==> config.mk <==
export PLATFORM = sky130hd
export DESIGN_NAME = pc_sequencer
export DESIGN_NICKNAME = d
export VERILOG_FILES = /design/src/rtl/pc_sequencer.sv
export SDC_FILE = /design/constraint.sdc
export NUM_CORES = 1
export LEC_CHECK = 0
export ABC_AREA = 1
export BUFFER_PORTS_ARGS = -buffer_cell sky130_fd_sc_hd__buf_2
export CORE_MARGIN = 1.5
export CORE_UTILIZATION = 31
export DETAILED_ROUTE_END_ITERATION = 16
export GPL_TIMING_DRIVEN = 0
export PLACE_DENSITY = 0.81
export SETUP_SLACK_MARGIN = 0.15
export SYNTH_ARGS = -nofsm -noshare
export SYNTH_HDL_FRONTEND = slang
export SYNTH_SLANG_ARGS = --single-unit
==> constraint.sdc <==
create_clock -name clk -period 1.1 [get_ports clk]
set_clock_uncertainty 0.1 [all_clocks]
set_input_delay 0.055 -clock clk [delete_from_list [all_inputs] [get_ports clk]]
set_output_delay 0.055 -clock clk [all_outputs]
set_load 0.01 [all_outputs]
==> src/rtl/pc_sequencer.sv <==
// Control sequencer for the rudimentary processor: decodes the fetched instruction,
// drives PC load/hold and datapath enables, squashes wrong-path fetches and stalls on memory.
module pc_sequencer #(
   parameter int BUS_WIDTH = 16
) (
   input  logic                 clk,
   input  logic                 reset,
   input  logic [BUS_WIDTH-1:0] instr,
   input  logic                 zero,
   input  logic                 mem_ready,
   output logic                 PL,
   output logic                 JB,
   output logic [5:0]           offset,
   output logic                 pc_hold,
   output logic                 rf_we,
   output logic [2:0]           dr_addr,
   output logic [2:0]           sa_addr,
   output logic [2:0]           sb_addr,
   output logic [3:0]           alu_func,
   output logic                 imm_sel,
   output logic                 mem_req,
   output logic                 mem_we,
   output logic                 halted,
   output logic                 illegal
);

   typedef enum logic [2:0] {
      S_START,
      S_EXEC,
      S_MEM_WAIT,
      S_FLUSH,
      S_HALT
   } state_t;

   localparam logic [2:0] OP_ALU  = 3'b000;
   localparam logic [2:0] OP_LDI  = 3'b001;
   localparam logic [2:0] OP_LD   = 3'b010;
   localparam logic [2:0] OP_ST   = 3'b011;
   localparam logic [2:0] OP_BRZ  = 3'b100;
   localparam logic [2:0] OP_JMP  = 3'b101;
   localparam logic [2:0] OP_HALT = 3'b110;

   state_t     state_q, state_d;
   logic       st_q, st_d;
   logic       illegal_q, illegal_d;
   logic [2:0] opcode;

   assign opcode = instr[15:13];

   always_comb begin
      state_d   = state_q;
      st_d      = st_q;
      illegal_d = illegal_q;
      PL        = 1'b0;
      JB        = 1'b0;
      offset    = 6'd0;
      pc_hold   = 1'b0;
      rf_we     = 1'b0;
      alu_func  = 4'h0;
      imm_sel   = 1'b0;
      mem_req   = 1'b0;
      mem_we    = 1'b0;
      dr_addr   = instr[8:6];
      sa_addr   = instr[5:3];
      sb_addr   = instr[2:0];

      case (state_q)
         S_START: state_d = S_EXEC;

         S_EXEC: begin
            offset = {instr[8:6], instr[2:0]};
            case (opcode)
               OP_ALU: begin
                  rf_we    = 1'b1;
                  alu_func = instr[12:9];
               end
               OP_LDI: begin
                  rf_we   = 1'b1;
                  imm_sel = 1'b1;
               end
               OP_LD, OP_ST: begin
                  mem_req = 1'b1;
                  pc_hold = 1'b1;
                  mem_we  = (opcode == OP_ST);
                  st_d    = (opcode == OP_ST);
                  state_d = S_MEM_WAIT;
               end
               OP_BRZ: begin
                  PL = zero;
                  if (zero) state_d = S_FLUSH;
               end
               OP_JMP: begin
                  PL      = 1'b1;
                  JB      = 1'b1;
                  state_d = S_FLUSH;
               end
               OP_HALT: state_d = S_HALT;
               default: illegal_d = 1'b1;
            endcase
         end

         // Instruction register is frozen here, so the remembered LD/ST kind stays valid.
         S_MEM_WAIT: begin
            mem_req = 1'b1;
            mem_we  = st_q;
            pc_hold = ~mem_ready;
            if (mem_ready) begin
               rf_we   = ~st_q;
               state_d = S_EXEC;
            end
         end

         S_FLUSH: state_d = S_EXEC;

         S_HALT: pc_hold = 1'b1;

         default: state_d = S_START;
      endcase
   end

   assign halted  = (state_q == S_HALT);
   assign illegal = illegal_q;

   always_ff @(posedge clk or negedge reset) begin
      if (!reset) begin
         state_q   <= S_START;
         st_q      <= 1'b0;
         illegal_q <= 1'b0;
      end else begin
         state_q   <= state_d;
         st_q      <= st_d;
         illegal_q <= illegal_d;
      end
   end

endmodule

; Word-level counts from Yosys, hierarchy flattened
; Cells that the tools add are included.
[totals]
output_inout_bits = 28
word_cells = 50
input_bits = 20
regBits = 5
[op_classes]
eq_ne = 13
n_reduce_logical = 9
bitwise = 4
n_mux = 21
[ops]
columns = cell, n
row1 = $pmux 3 s4, 2
row2 = $eq 3x2->1 const B, 4
row3 = $eq 3x3->1 const B, 4
row4 = $mux 1, 9
row5 = $mux 4, 2
row6 = $pmux 1 s2, 4
row7 = $reduce_or 7->1, 1
row8 = $eq 3x1->1 const B, 2
row9 = $logic_not 3->1, 2
row10 = $mux 3, 2
row11 = $mux 6, 1
row12 = $reduce_or 2->1, 3
row13 = $ne 5x2->1 const B, 1
row14 = $not 1->1, 4
row15 = $reduce_and 2->1, 2
row16 = $reduce_and 4->1, 1
row17 = $ne 3x3->1 const B, 1
row18 = $pmux 1 s3, 1
row19 = $ne 2x2->1 const B, 1

; Logic depth before layout (Yosys ltp)
; Gate-level depths: netlist (run 1).
[depth]
depth_word = 4
ltp_mapped = 7
depth_no_buf = 6

; Worst setup path after synthesis (run 1)
; Ideal clock, no wire load.
[synth_path]
kind = reg2reg
start = register state_q[0]
end = register state_q[0]
path_buffers = 0
arrival_time_ns = 1.011
stages_incl_launch_ff = 5
synth_period_minus_slack_ns = 1.250
setup_time_ns = 0.139
setup_slack_ns = -0.150
cell_sequence = dfrtp_1 -> nor3_1 -> inv_1 -> nand2_1 -> a31oi_2
[synth_via]
elab_chain_cells = 3
word_cells_on_any_way = 12
cone_classes = eq/ne (7) / mux (1) / bitwise (1) / reduce/logical (3)
[synth_lines]
columns = item, line_no
row1 = start: declaration, 43  ; state_t state_q, state_d;
row2 = start signal: assignment, 130  ; state_q <= state_d;
row3 = $eq 3x3->1 (*), -
row4 = via halted, 23  ; output logic halted,
row5 = $not 1->1 (no source line), -
row6 = $reduce_and 4->1 (no source line), -
; Mark *: on every way through the listed nets, which the timed path passes. The rest lies on a longest branch.
; A chain may end at the register's enable or synchronous reset.

; Worst setup path after layout (run 1)
[layout_path]
start = register state_q[1]
end = output mem_we
[layout_via]
elab_chain_cells = 2
word_cells_on_any_way = 3
cone_classes = eq/ne (2) / mux (1)
[layout_lines]
columns = item, line_no
row1 = $eq 3x2->1 or $eq 3x1->1 (tied branches), 67  ; case (state_q)
row2 = $pmux 1 s2 (*), 67
row3 = end: declaration, 22  ; output logic mem_we,
; Mark *: on every way between the ends. The rest lies on a longest branch, timed or not.

==> flow_summary_export.csv, run 1 <==
group,metric,value,unit
grt,antenna_found_initial,0,
sta,period_minus_slack,1.48,ns
synth,yosysMostFrequentCell,"nor2_1",
placement,globalplace.congestion,0.716,
routing,avgViaCountPerCell,4.45,
routing,vias,725,
routing,wl_per_cell,10.5,um
synth,syn_area,495,sq um
setup_path,critPathTopFamily,"flip-flops",
routing,drtIter0Drc,6,
synth,synth.top_cells.by_count,"nor2_1, nand2_1, inv_1",
die,die-height,43.0,um
synth,synth_flop_cell,"dfrtp_1",
synth,synth_top_area_share,25.3,%
cts,clockBufferDepth,2,
power_and_ir_drop,p_total,2100,uW
setup_path,worst_setup_path_end_kind,"output pin",
power_and_ir_drop,vdd_drop_max,1130,uV
grt,grt-ovfl-total,0,
routing,first_pass_iters,3,
synth,yosys_warnings,0,
placement,io_buffer_count,44,
sta,final_max_slew_viol_count,0,
setup_path,crit_required,0.94,ns
cts,clockRootBuffer,"clkbuf_4",
sta,fmax,677,MHz
routing,drc,0,
synth,syn_area_per_cell,5.97,sq um
cts,path_clk_slew,0.05,ns
cts,cts_tree,"yes",
sta,finalWorstSetupSlack,-0.378,ns
job,maxCapViolCount,0,
die,ios,48,
power_and_ir_drop,power_density,2060,mW/mm^2
cts,cts.sinks,5,
setup_path,r2r_setup_slack,-0.25,ns
synth,synth-edff-count,0,
cts,clock_latency,0.24,ns
placement,place_worst_setup_slack,-0.312,ns
cts,ctsHtreeMaxLevel,1,
cells_and_area,nets,168,
synth,ys_ff_latch,5,
die,dieWidth,43.0,um
die,rows,14,
setup_path,crit_chain,"inv_2 > nand2_2 > nor2_4 > buf_6 > nand4_1 > o21ai_2 > buf_2",
placement,hpwl,1160,um
synth,ys_seq_area_share,25.3,%
setup_path,worstSetupPathType,"reg -> out",
sta,max_slew_margin,78.6,%
sta,setup_violations,23,
routing,routed_wl,1720,um
cells_and_area,drive_gt1_share,69.4,%
cts,numCtsBuffers,3,
grt,grt_pass1_vias,657,
setup_path,startpoint_type,"flop",
setup_path,arrival,1.32,ns
synth,synthDistinctLibCells,14,
outcome,outcome,"complete, but fails checks",
setup_path,slowest_stage,"dfrtp_1",
outcome,violations,"negative setup slack",
grt,grt_max_degree,6,
sta,rsz0062_at_grt,"true",
setup_path,critPathMaxFanout,5,
die,start_util,32.9,%
synth,yosysTopAreaCell,"dfrtp_1",
cells_and_area,synthToLayoutAreaGrowth,106,%
cells_and_area,antennaDiodeCount,0,
synth,synth_area_leaders,"dfrtp_1, nor2_1, buf_4",
setup_path,worst-path-buf-inv,3,
sta,tightest_slew,0.318,ns
sta,finalHoldViolations,0,
hold_path,min_path_type,"in -> async",
synth,syn_inst,83,
die,core,0.00151,sq mm
synth,synth-async-reset-ratio,100,%
synth,syn-num-nets,103,
die,die_area,0.00185,sq mm
routing,ant_nets,0,
sta,fin_setup_tns,-6.39,ns
grt,grt_first_pass_wirelength,2610,um
sta,period_share,134,%
setup_path,max_stage_delay,0.38,ns
cells_and_area,n_fill_cell,113,
cells_and_area,final_core_util,67.6,%
grt,grt.total_usage,18.4,%
power_and_ir_drop,power.leakage,0.000593,uW
==> report_power, final <==
group | switching (uW) | leakage, uW | internal (uW)
logic | 798 | 0.000520 | 789
registers | 47.0 | 0.0000579 | 261
clock network | 71.6 | 0.0000150 | 137
==> path summary, 6_finish.rpt <==
check / depth (start not counted) / end / startpoint
worst max-delay path: 7 / mem_we / state_q[1]
worst min-delay path: 2 / illegal / reset
worst max register to register: 8 / state_q[1] / state_q[1]
worst min register to register: 1 / illegal / illegal
max in group asynchronous: 2 / state_q[0] / reset
min in group clk: 4 / state_q[0] / zero
==> layout by cell type (no fill, tap or decap) <==
master / Yosys / routed
nor2_4: 0 / 4
inv_4: 0 / 2
nor2_2: 1 / 12
inv_1: 15 / 11
buf_6: 1 / 7
buf_4: 9 / 18
dlygate4sd3_1: 0 / 1
a21o_1: 1 / 1
a31oi_2: 1 / 1
o21ai_2: 0 / 1
nand4_1: 2 / 2
dfrtp_1: 5 / 4
o21ai_0: 5 / 2
clkbuf_1: 0 / 1
nor2_1: 22 / 7
nor3_4: 0 / 1
nand2_1: 17 / 14
nand2_2: 0 / 3
o21ai_1: 0 / 2
dfrtp_2: 0 / 1
nand3_4: 0 / 2
nand3_2: 1 / 1
buf_2: 0 / 44
inv_2: 0 / 2
clkbuf_4: 0 / 3
==> stage by stage <==
stage	hold WS, ns	cells	cell area, sq um
global placement	-0.232	143	764
finish	0.0505	163	1020
CTS	0.0435	159	943
global route	0.0593	163	1020
detailed placement	-0.228	143	764
floorplan	-0.341	83	524
==> sequential cells by signal, summed over array words and instances (netlist names) <==
register / count
st_q: 1
state_q: 3
illegal: 1
==> timing repair <==
item	CTS	global route
gates resized for setup	17	17
gates cloned	1	0
endpoints found under the setup margin	23	23
buffers inserted	10	4
hold endpoints to repair	5	0
pin swaps	5	7
hold buffers	1	0
==> area by class of cell <==
class | count | area [sq um] | area share [%]
Clock buffer | 4 | 26.3 | 2.58
Tap cell | 16 | 20.0 | 1.97
Timing Repair Buffer | 60 | 365 | 35.9
Sequential cell | 5 | 126 | 12.4
Multi-Input combinational cell | 53 | 340 | 33.4
Buffer | 10 | 78.8 | 7.74
Inverter | 15 | 61.3 | 6.02
==> logic make-up after synthesis <==
logic type	after synthesis	synth area share (%)
simple gates	46	38.4
buf+inv	25	27.3
compound gates	7	9.09
flops	5	25.3
==> per-layer routing <==
metal,global-route usage (%),wire (um)
met5,0,0
met4,7.88,0
met3,2.55,112
met2,36.7,932
met1,18.4,670
Power figures use the tool's default switching activity.
==> run 2: changes to the inputs <==
- RECOVER_POWER: default -> 25
==> run 2 against run 1 <==
  * The run still ends with negative setup slack left
  * Global-route usage unchanged
  * Power about the same
  * First-iteration DRC count unchanged
  * Non-clock buffer count unchanged
  * Core utilization decreased by 0.083 points
  * Sequential cell count unchanged
  * Clock-buffer cell count unchanged
==> flow_summary_export.csv, run 2 (same netlist as run 1, synthesis figures left out) <==
group,metric,value,unit
setup_path,crit_required,0.94,ns
cts,numCtsBuffers,3,
sta,hold_ws,0.0527,ns
die,ios,48,
routing,drtIter0Drc,6,
cells_and_area,largest_register,"state_q",
power_and_ir_drop,vdd_drop_max,1130,uV
die,core,0.00151,sq mm
sta,final_max_slew_viol_count,0,
cts,clock_latency,0.24,ns
routing,avgViaCountPerCell,4.45,
cells_and_area,drive_gt1_share,68.7,%
grt,grt_first_pass_wirelength,2610,um
sta,tightest_slew,0.318,ns
routing,vias,725,
cells_and_area,synthToLayoutAreaGrowth,105,%
setup_path,worstSetupPathType,"reg -> out",
grt,grt_pass1_vias,657,
routing,drc,0,
job,maxCapViolCount,0,
sta,fmax,677,MHz
grt,grt_max_degree,6,
cells_and_area,layout_commonest_cell,"buf_2",
placement,globalplace.congestion,0.716,
cells_and_area,multi_input_area,340,sq um
sta,finalWorstSetupSlack,-0.378,ns
cts,clockRootBuffer,"clkbuf_4",
placement,hpwl,1160,um
sta,finalHoldViolations,0,
outcome,violations,"negative setup slack",
sta,period_share,134,%
cells_and_area,antennaDiodeCount,0,
placement,place_worst_setup_slack,-0.312,ns
die,die_area,0.00185,sq mm
cts,ctsHtreeMaxLevel,1,
routing,routed-wl-met2,932,um
sta,max_slew_margin,78.6,%
sta,fin_setup_tns,-6.39,ns
grt,antenna_found_initial,0,
cts,cts_tree,"yes",
placement,io_buffer_count,44,
cells_and_area,regArea,126,sq um
die,rows,14,
routing,ant_nets,0,
cells_and_area,n_fill_cell,113,
cts,cts.sinks,5,
grt,grt.total_usage,18.4,%
placement,post_dp_cell_area,764,sq um
routing,wl_met3,112,um
setup_path,critPathMaxFanout,5,
sta,period_minus_slack,1.48,ns
routing,wl_met1,670,um
grt,grt-ovfl-total,0,
cells_and_area,nets,168,
cells_and_area,stdcell_area,0.00102,sq mm
die,die-height,43.0,um
routing,routed_wl,1720,um
cells_and_area,final_cell_mix,"buf_2, buf_4, nand2_1",
power_and_ir_drop,power_density,2070,mW/mm^2
sta,setup_violations,23,
setup_path,arrival,1.32,ns
routing,first_pass_iters,3,
die,dieWidth,43.0,um
cts,clockBufferDepth,2,
cts,path_clk_slew,0.05,ns
power_and_ir_drop,power.leakage,0.000590,uW
power_and_ir_drop,p_total,2100,uW
setup_path,worst_setup_path_end_kind,"output pin",
sta,rsz0062_at_grt,"true",
die,start_util,32.9,%
hold_path,min_path_type,"in -> reg",
cells_and_area,largest_reg_flops,3,
setup_path,startpoint_type,"flop",
routing,wl_per_cell,10.5,um
outcome,outcome,"complete, but fails checks",
routing,routed.top_layer,"met3",
## run 2: cell types whose count changed in the layout (fill, tap and decap cells not counted)
cell      before  now
buf_2         44   43
clkbuf_1       1    2
## run 2: power breakdown
part,internal [uW],switching (uW)
logic,788,798
registers,261,47.0
clock network,137,71.6
total,1190,916
## run 2: stage by stage
step | std cells | utilization (%)
final | 163 | 67.5
after global routing | 163 | 67.5
after CTS | 159 | 62.6
after detailed placement | 143 | 50.7
after global placement | 143 | 50.7
after floorplan | 83 | -
## run 2: layer usage
| metal | track usage, % | vias up |
|---|---|---|
| met5 | 0 | - |
| li1 | - | 370 |
| met4 | 7.88 | 0 |
| met2 | 36.7 | 28 |
| met3 | 2.55 | 0 |
| met1 | 18.4 | 327 |
## run 2: layout make-up
cell class	count	area share [%]
timing repair buffer	60	35.8
buffer	10	7.75
tap	16	1.97
clock buffer	4	2.58
sequential	5	12.4
multi-input combinational	53	33.5
inverter	15	6.03
## run 2: final timing paths
| check | startpoint | end | slack, ns | depth (start not counted) |
|---|---|---|---|---|
| max reg2reg | state_q[1] | state_q[1] | -0.25 | 8 |
| min in group asynchronous | reset | illegal | 0.09 | 2 |
| max | state_q[1] | mem_we | -0.38 | 7 |
| max in group asynchronous | reset | state_q[0] | 0.59 | 2 |
| min reg2reg | illegal | illegal | 0.35 | 1 |
| min | zero | state_q[0] | 0.05 | 4 |
## run 2: worst max-delay path, cell delays in order, from the launching register on
cell and delay [ns]:
dfrtp_1 0.38, inv_2 0.07, nand2_2 0.06, nor2_4 0.10, buf_6 0.12, nand4_1 0.12
o21ai_2 0.08, buf_2 0.14
## run 2: timing repair
action	CTS	global route
hold buffers	1	0
gates resized for setup	17	17
pin swaps	5	7
setup buffers	10	4
cloned	1	0
setup endpoints to repair	23	23
hold endpoints to repair	5	0
==> run 3: changes to the inputs <==
==> constraint.sdc (replaced) <==
create_clock -name clk -period 1.1 [get_ports clk]
set_clock_uncertainty 0.1 [all_clocks]
set_input_delay 0.22 -clock clk [delete_from_list [all_inputs] [get_ports clk]]
set_output_delay 0.22 -clock clk [all_outputs]
set_load 0.01 [all_outputs]
==> run 3 against run 2 <==
  * The run still ends with negative setup slack left
  * Critical path depth grew 1
  * Sequential cell count unchanged
  * Sequential power is 4% higher
  * Wire length shrank 2.7%
  * First-iteration DRC count down 67%
  * Power shrank 5.8%
  * Worst setup slack worse by 0.20 ns
  * Die area stayed put
  * Critical endpoint is now alu_func[1]
  * Largest cell class unchanged
  * Highest routed layer is now met4
==> flow_summary_export.csv, run 3 (same netlist as run 1, synthesis figures left out) <==
group,metric,value,unit
outcome,outcome,"complete, but fails checks",
outcome,violations,"negative setup slack",
routing,first_pass_iters,3,
setup_path,max_stage_delay,0.39,ns
cells_and_area,antennaDiodeCount,0,
setup_path,critPathTopFamily,"buffers and inverters",
job,maxCapViolCount,0,
cells_and_area,regArea,126,sq um
cts,ctsHtreeMaxLevel,1,
sta,finalHoldViolations,0,
cells_and_area,multi_input_area,340,sq um
cts,cts_tree,"yes",
routing,ant_nets,0,
routing,vias,697,
grt,antenna_found_initial,0,
routing,routed_wl,1670,um
power_and_ir_drop,power.leakage,0.000572,uW
cts,numCtsBuffers,3,
cells_and_area,layout_commonest_cell,"buf_2",
hold_path,hold_start,"mem_ready",
power_and_ir_drop,vdd_drop_max,1010,uV
sta,setup_violations,23,
grt,grt.total_usage,17.5,%
die,die_area,0.00185,sq mm
routing,drc,0,
cts,path_clk_slew,0.04,ns
cts,cts.sinks,5,
sta,period_share,152,%
setup_path,worstReg2RegEnd,"state_q[1]",
cells_and_area,drive_gt1_share,64.1,%
setup_path,arrival,1.35,ns
sta,hold_ws,0.193,ns
setup_path,worstSetupStartpoint,"state_q[1]",
placement,io_buffer_count,44,
power_and_ir_drop,power_density,2050,mW/mm^2
setup_path,ff2ff_path_depth,9,
sta,max_slew_margin,67.4,%
cts,clockBufferDepth,2,
sta,final_max_slew_viol_count,0,
setup_path,worst_setup_path_end_kind,"output pin",
routing,wl_per_cell,10.6,um
hold_path,hold_end,"state_q[1]",
sta,fmax,597,MHz
sta,period_minus_slack,1.67,ns
setup_path,worstSetupPathType,"reg -> out",
die,start_util,32.9,%
die,rows,14,
setup_path,r2r_setup_slack,-0.33,ns
cts,clock_latency,0.23,ns
routing,avgViaCountPerCell,4.41,
die,dieWidth,43.0,um
sta,rsz0062_at_grt,"true",
grt,grt_first_pass_wirelength,2460,um
die,ios,48,
setup_path,worst-path-buf-inv,4,
die,core,0.00151,sq mm
setup_path,startpoint_type,"flop",
placement,hpwl,1180,um
cells_and_area,synthToLayoutAreaGrowth,94.9,%
sta,finalWorstSetupSlack,-0.575,ns
hold_path,hold_depth,4,
placement,globalplace.congestion,0.732,
hold_path,min_path_type,"in -> reg",
grt,grt_max_degree,9,
setup_path,crit_required,0.78,ns
routing,drtIter0Drc,2,
cells_and_area,n_fill_cell,129,
setup_path,reg2reg_from,"state_q[1]",
placement,place_worst_setup_slack,-0.418,ns
cells_and_area,nets,163,
die,die-height,43.0,um
setup_path,crit_chain,"inv_2 > nand2_4 > nor2_4 > buf_4 > buf_6 > nand2_1 > nor2_2 > buf_2",
setup_path,critPathMaxFanout,4,
grt,grt-ovfl-total,0,
setup_path,slowest_stage,"dfrtp_1",
cells_and_area,largest_register,"state_q",
cells_and_area,final_cell_mix,"buf_2, buf_4, nand2_1",
grt,grt_pass1_vias,630,
cts,clockRootBuffer,"clkbuf_4",
sta,tightest_slew,0.484,ns
cells_and_area,largest_reg_flops,3,
==> run 3: layout make-up <==
| type | count | share of cell area, % |
|---|---|---|
| Tap cell | 16 | 2.07 |
| Buffer | 10 | 8.16 |
| Sequential cell | 5 | 13.1 |
| Multi-Input combinational cell | 53 | 35.2 |
| Inverter | 15 | 5.83 |
| Clock buffer | 4 | 2.72 |
| Timing Repair Buffer | 55 | 32.9 |
==> run 3: stage by stage <==
step	std cells	setup TNS (ns)	instance area (sq um)	power, uW	util (%)
2_1_floorplan	83	-2.45	538	926	-
3_3_place_gp	143	-5.14	778	1190	51.7
4_1_cts	152	-8.81	882	1660	58.6
6_report	158	-9.84	966	1980	64.1
5_1_grt	158	-11.33	966	2130	64.1
3_5_place_dp	143	-5.92	778	1230	51.7
==> run 3: worst min-delay path: cells and delay by family <==
kind,cells,cell delay (ns)
and+or+nand+nor,2,0.11
buffers and inverters,2,0.15
==> run 3: metal layers <==
layer	vias up	share of wire, %	wire length, um	GRT usage [%]
met5	-	0	0	0
met4	0	0.84	14	9.09
met3	2	8.3	138	2.98
met2	32	55	911	33.9
met1	304	36	604	17.1
li1	359	-	-	-
==> run 3: how the worst max path moves through the flow <==
stage                       end  cells past startpoint
global placement        mem_req                      6
CTS                      mem_we                      7
detailed placement      pc_hold                      6
floorplan               pc_hold                      5
finish              alu_func[1]                      8
global route             mem_we                      7
==> run 3: report_power, final <==
part | leakage (uW) | total, uW | internal, uW | switching [uW]
Clock | 0.0000150 | 204 | 137 | 66.9
Combinational | 0.000499 | 1450 | 700 | 755
Sequential | 0.0000579 | 321 | 261 | 60.5
==> run 3: repair_timing <==
item / 4_1_cts / 5_1_grt
hold buffers: 1 / 0
gates resized for setup: 12 / 10
setup buffers: 3 / 6
setup endpoints to repair: 24 / 24
pin swaps: 1 / 1
cloned: 1 / 0
endpoints found under the hold margin: 5 / 0
